$ cat src/rtl/uart_buffered_tx.sv
// Buffered 8-bit UART transmitter: byte FIFO feeding an 8N1 serializer paced by the baud tick.
// Optional even-parity bit compiled in with `define UART_TX_PARITY_EN.
//
// state | meaning
// IDLE  | line high, waiting for a byte in the FIFO
// WAIT  | byte loaded, waiting for the tick that starts the start bit
// START | start bit on the line
// DATA  | data bit bitcnt_q on the line (LSB first)
// PAR   | parity bit on the line (UART_TX_PARITY_EN only)
// STOP  | stop bit on the line; next tick chains a queued byte or returns to IDLE
module uart_buffered_tx #(
    parameter int DEPTH = 16,
    parameter int AW    = $clog2(DEPTH)
) (
    input  logic          sys_clk,
    input  logic          sys_rst_l,
    input  logic          baud_clk_posedge,
    input  logic          wen_i,
    input  logic [7:0]    data_i,
    output logic          full_o,
    output logic          empty_o,
    output logic [AW:0]   count_o,
    output logic          ovf_o,
    output logic          txd_o,
    output logic          busy_o
);

    localparam logic [AW:0] FULL_CNT = (AW+1)'(DEPTH);

    typedef enum logic [2:0] {
        S_IDLE,
        S_WAIT,
        S_START,
        S_DATA,
        S_STOP
`ifdef UART_TX_PARITY_EN
        , S_PAR
`endif
    } state_t;

    logic [7:0]    mem_q [DEPTH];
    logic [AW-1:0] wr_ptr_q;
    logic [AW-1:0] rd_ptr_q;
    logic [AW:0]   count_q;
    logic [AW:0]   count_d;
    logic          ovf_q;
    logic          wr_acc;
    logic          pop;

    state_t        state_q;
    logic [7:0]    shreg_q;
    logic [2:0]    bitcnt_q;
    logic          txd_q;
    logic          busy_q;

    assign full_o  = (count_q == FULL_CNT);
    assign empty_o = (count_q == '0);
    assign count_o = count_q;
    assign ovf_o   = ovf_q;
    assign txd_o   = txd_q;
    assign busy_o  = busy_q;

    // Room is judged on the pre-edge occupancy, so a same-cycle pop never frees a slot.
    assign wr_acc = wen_i && !full_o;
    assign pop    = !empty_o &&
                    ((state_q == S_IDLE) || ((state_q == S_STOP) && baud_clk_posedge));

    always_comb begin
        count_d = count_q;
        if (wr_acc && !pop) begin
            count_d = count_q + (AW+1)'(1);
        end else if (!wr_acc && pop) begin
            count_d = count_q - (AW+1)'(1);
        end
    end

    always_ff @(posedge sys_clk) begin
        if (wr_acc) begin
            mem_q[wr_ptr_q] <= data_i;
        end
    end

    always_ff @(posedge sys_clk) begin
        if (!sys_rst_l) begin
            wr_ptr_q <= '0;
            rd_ptr_q <= '0;
            count_q  <= '0;
            ovf_q    <= 1'b0;
        end else begin
            if (wr_acc) begin
                wr_ptr_q <= wr_ptr_q + AW'(1);
            end
            if (pop) begin
                rd_ptr_q <= rd_ptr_q + AW'(1);
            end
            count_q <= count_d;
            if (wen_i && full_o) begin
                ovf_q <= 1'b1;
            end
        end
    end

    always_ff @(posedge sys_clk) begin
        if (!sys_rst_l) begin
            state_q  <= S_IDLE;
            shreg_q  <= '0;
            bitcnt_q <= '0;
            txd_q    <= 1'b1;
            busy_q   <= 1'b0;
        end else begin
            case (state_q)
                S_IDLE: begin
                    txd_q <= 1'b1;
                    if (pop) begin
                        shreg_q <= mem_q[rd_ptr_q];
                        state_q <= S_WAIT;
                        busy_q  <= 1'b1;
                    end
                end
                S_WAIT: begin
                    if (baud_clk_posedge) begin
                        txd_q   <= 1'b0;
                        state_q <= S_START;
                    end
                end
                S_START: begin
                    if (baud_clk_posedge) begin
                        txd_q    <= shreg_q[0];
                        bitcnt_q <= '0;
                        state_q  <= S_DATA;
                    end
                end
                S_DATA: begin
                    if (baud_clk_posedge) begin
                        if (bitcnt_q != 3'd7) begin
                            txd_q    <= shreg_q[bitcnt_q + 3'd1];
                            bitcnt_q <= bitcnt_q + 3'd1;
                        end else begin
`ifdef UART_TX_PARITY_EN
                            txd_q   <= ^shreg_q;
                            state_q <= S_PAR;
`else
                            txd_q   <= 1'b1;
                            state_q <= S_STOP;
`endif
                        end
                    end
                end
`ifdef UART_TX_PARITY_EN
                S_PAR: begin
                    if (baud_clk_posedge) begin
                        txd_q   <= 1'b1;
                        state_q <= S_STOP;
                    end
                end
`endif
                S_STOP: begin
                    if (baud_clk_posedge) begin
                        // Chaining here keeps exactly one stop bit between streamed frames.
                        if (pop) begin
                            shreg_q <= mem_q[rd_ptr_q];
                            txd_q   <= 1'b0;
                            state_q <= S_START;
                        end else begin
                            txd_q   <= 1'b1;
                            state_q <= S_IDLE;
                            busy_q  <= 1'b0;
                        end
                    end
                end
                default: begin
                    txd_q   <= 1'b1;
                    state_q <= S_IDLE;
                    busy_q  <= 1'b0;
                end
            endcase
        end
    end

endmodule
$ cat config.mk
export PLATFORM = sky130hd
export DESIGN_NAME = uart_buffered_tx
export DESIGN_NICKNAME = d
export VERILOG_FILES = /design/src/rtl/uart_buffered_tx.sv
export SDC_FILE = /design/constraint.sdc
export NUM_CORES = 1
export LEC_CHECK = 0
export CORE_MARGIN = 8
export CORE_UTILIZATION = 55
export CTS_BUF_LIST = sky130_fd_sc_hd__clkbuf_4 sky130_fd_sc_hd__clkbuf_8
export CTS_CLUSTER_DIAMETER = 200
export DETAILED_ROUTE_END_ITERATION = 10
export GPL_TIMING_DRIVEN = 0
export PLACE_DENSITY = 0.8
export SYNTH_ARGS = -nofsm -noshare
export SYNTH_HDL_FRONTEND = slang
export SYNTH_SLANG_ARGS = --single-unit
$ cat constraint.sdc
create_clock -name sys_clk -period 2.9 [get_ports sys_clk]
set_input_delay 0.58 -clock sys_clk [delete_from_list [all_inputs] [get_ports sys_clk]]
set_output_delay 0.58 -clock sys_clk [all_outputs]
set_load 0.01 [all_outputs]
==> impl_metrics.env <==
export IMPL_synth_simple_area_share_pct=5.550
export IMPL_highest_layer="met4"
export IMPL_grt_max_degree=17
export IMPL_cts_num_sinks=162
export IMPL_cp_start_kind="register"
export IMPL_max_freq_ghz=0.3542
export IMPL_synth_ff_type="edfxtp_1"
export IMPL_synth_xor_area_share_pct=1.061
export IMPL_vias=3547
export IMPL_yosysSeqAreaShare_pct=68.50
export IMPL_final_cell_count_no_fill=590
export IMPL_io_pins=22
export IMPL_wl_per_cell_um=20.81
export IMPL_grtUsageTotal_pct=16.65
export IMPL_synth_compound_area_share_pct=5.228
export IMPL_hold_buffers=0
export IMPL_dp_hpwl_mm=8.009
export IMPL_r2r_start="count_o[0]"
export IMPL_synth_edf_count=128
export IMPL_cts_tree="built"
export IMPL_slew_viol_final=0
export IMPL_firstDrtPassIters=4
export IMPL_final_cell_mix="edfxtp_1, mux4_2, dfxtp_1"
export IMPL_placement_io_buffers=19
export IMPL_nets=455
export IMPL_fin_crit_sh_pct=97.36
export IMPL_drive_above_1_share_pct=21.67
export IMPL_placed_cells=557
export IMPL_wl_mm=12.28
export IMPL_cts_made_buffers=17
export IMPL_final_common_cell="edfxtp_1"
export IMPL_netlist_instances=391
export IMPL_synth_top_family_by_area="multiplexers"
export IMPL_wl_met1_mm=5.232
export IMPL_finalPower_mw=5.653
export IMPL_routed_wl_met3_um=751
export IMPL_yosys_top_cells_area="edfxtp_1, mux4_2, dfxtp_1"
export IMPL_maxCapViolations=0
export IMPL_synthDominantCellAreaShare_pct=58.19
export IMPL_fin_crit_ns=2.823
export IMPL_worstSetupEndpoint="count_o[4]"
export IMPL_async_flop_share_pct=0
export IMPL_grt_pass1_wl_mm=19.65
export IMPL_vias_per_cell=6.012
export IMPL_layout_setup_ws_ns=0.07658
export IMPL_fin_skew_ns=0.01260
export IMPL_reg2reg_slack_ns=0.08
export IMPL_core_um2=11860
export IMPL_ant_nets=0
export IMPL_wl_met2_mm=6.134
export IMPL_grt_overflow=0
export IMPL_outcome="completed"
export IMPL_worstPathMaxFanout=8
export IMPL_insertion_delay_ns=0.45
export IMPL_synth_fp_nets=415
export IMPL_hold_depth=2
export IMPL_rsz0062_at_grt="yes"
export IMPL_powerDensity_nw_per_um2=763.7
export IMPL_htreeDepth=4
export IMPL_end_kind="register"
export IMPL_yosys_cell_types_count=42
export IMPL_hold_path_class="register to register"
export IMPL_setup_viol=0
export IMPL_clk_pin_slew_ns=0.09
export IMPL_drc=0
export IMPL_die_area_um2=15770
export IMPL_grt_pass1_vias=3634
export IMPL_cp_data_required_time_ns=3.28
export IMPL_yosys_warnings=0
export IMPL_worst_slew_pin_slew_ns=1.319
export IMPL_syn_area_um2=6605
export IMPL_drt_iter0_markers=279
export IMPL_post_place_ws_ns=-0.3394
export IMPL_yosys_mux_area_fraction_pct=14.95
export IMPL_synth_avg_cell_area_um2=16.89
export IMPL_chipWidth_um=125.6
export IMPL_num_rows=40
export IMPL_critical_path_startpoint="count_o[0]"
export IMPL_finalHoldViolCount=0
export IMPL_ir_drop_uv=463.2
export IMPL_initial_utilization_pct=55.69
export IMPL_antenna_found_initial=0
export IMPL_leakage_nw=2.360
export IMPL_gp_congestion=0.8174
export IMPL_syn_to_final_growth_pct=12.07
export IMPL_r2r_end="count_o[4]"
export IMPL_cts_path_max_buffers=2
export IMPL_crit_arrival_ns=3.20
export IMPL_r2r_cells=11
export IMPL_ys_seq_elements=162
export IMPL_critical_path_class="register to register"
export IMPL_synth_top_area_cell="edfxtp_1"
export IMPL_clock_root_buffer="clkbuf_8"
export IMPL_diodes=0
export IMPL_synthAdderAreaFrac_pct=2.387
export IMPL_die_y_um=125.6
export IMPL_nFillCells=837
export IMPL_maxSlewHeadroom_pct=11.40
export IMPL_hp_start="bitcnt_q[1]"
## cells by family after synthesis
logic type,count (synthesis)
AO/OA/AOI/OAI,41
XOR/XNOR,8
adder cells (fa/ha/maj),12
buffers and inverters,33
flip-flops,162
multiplexers,56
AND/OR/NAND/NOR,79
## synth_stat cells, types with 5 or more instances
cell type and count:
a21oi_1 13, clkbuf_1 16, dfxtp_1 34, edfxtp_1 128, ha_1 11, inv_1 9
mux2i_1 21, mux4_2 34, nand2_1 15, nand3_1 12, nor2_1 30, nor3_1 6
o21ai_0 5, o221ai_2 8, xor2_1 5
## repair_timing
item,in CTS,in global routing
setup buffers,2,0
setup endpoints to repair,2,2
endpoints found under the hold margin,0,0
pin swaps,1,0
resized for setup,3,4
## per-stage QoR
stage | hold slack [ns] | utilization [%] | TNS, ns | area [um2]
after detailed placement | 0.4635 | 58.91 | -4.848 | 6988
after global routing | 0.5006 | 62.41 | -0.05234 | 7402
final | 0.4750 | 62.41 | 0 | 7402
after global placement | 0.4457 | 58.87 | -7.531 | 6983
after floorplan | 0.4356 | - | 0 | 6609
after CTS | 0.4749 | 62.23 | 0 | 7381
## report_power, final
part / internal (mW) / switching, mW / total (mW)
logic: 0.602 / 0.660 / 1.26
clock network: 0.770 / 0.820 / 1.59
registers: 2.68 / 0.120 / 2.80
total: 4.05 / 1.60 / 5.65
## routing by layer
metal,vias up,track usage [%]
met5,-,0
met4,0,6.304
met3,16,4.887
met2,126,26.92
met1,1802,20.80
li1,1603,-
## worst max-delay path, stage by stage (launching register included)
cell and delay [ns]:
dfxtp_2 0.36, or4_4 0.53, buf_6 0.16, o211ai_4 0.19, buf_6 0.13, ha_1 0.16, inv_2 0.08, fa_2 0.36
a21o_1 0.18, a21oi_2 0.14, mux2i_1 0.27, mux2i_1 0.21
## state kept, by name, summed over array words and instances (netlist names), named ones only
name	flops
bitcnt_q	3
wr_ptr_q	4
ovf_o	1
shreg_q	8
busy_o	1
rd_ptr_q	4
count_o	5
state_q	3
mem_q	128
txd_o	1
## worst min path at each step
stage,to
2_1_floorplan,bitcnt_q[1]
3_3_place_gp,bitcnt_q[2]
3_5_place_dp,bitcnt_q[1]
4_1_cts,bitcnt_q[1]
5_1_grt,bitcnt_q[1]
6_report,bitcnt_q[1]
## cell type report
cell class	instances	area, um2	area share [%]
Clock inverter	13	136.4	1.842
Timing Repair Buffer	22	212.7	2.874
Sequential cell	162	4527	61.16
Tap cell	147	183.9	2.485
Buffer	23	120.1	1.623
Clock buffer	18	241.5	3.262
Inverter	9	33.78	0.4564
Multi-Input combinational cell	196	1947	26.30
Note: power is estimated with default switching activity, not from simulation.
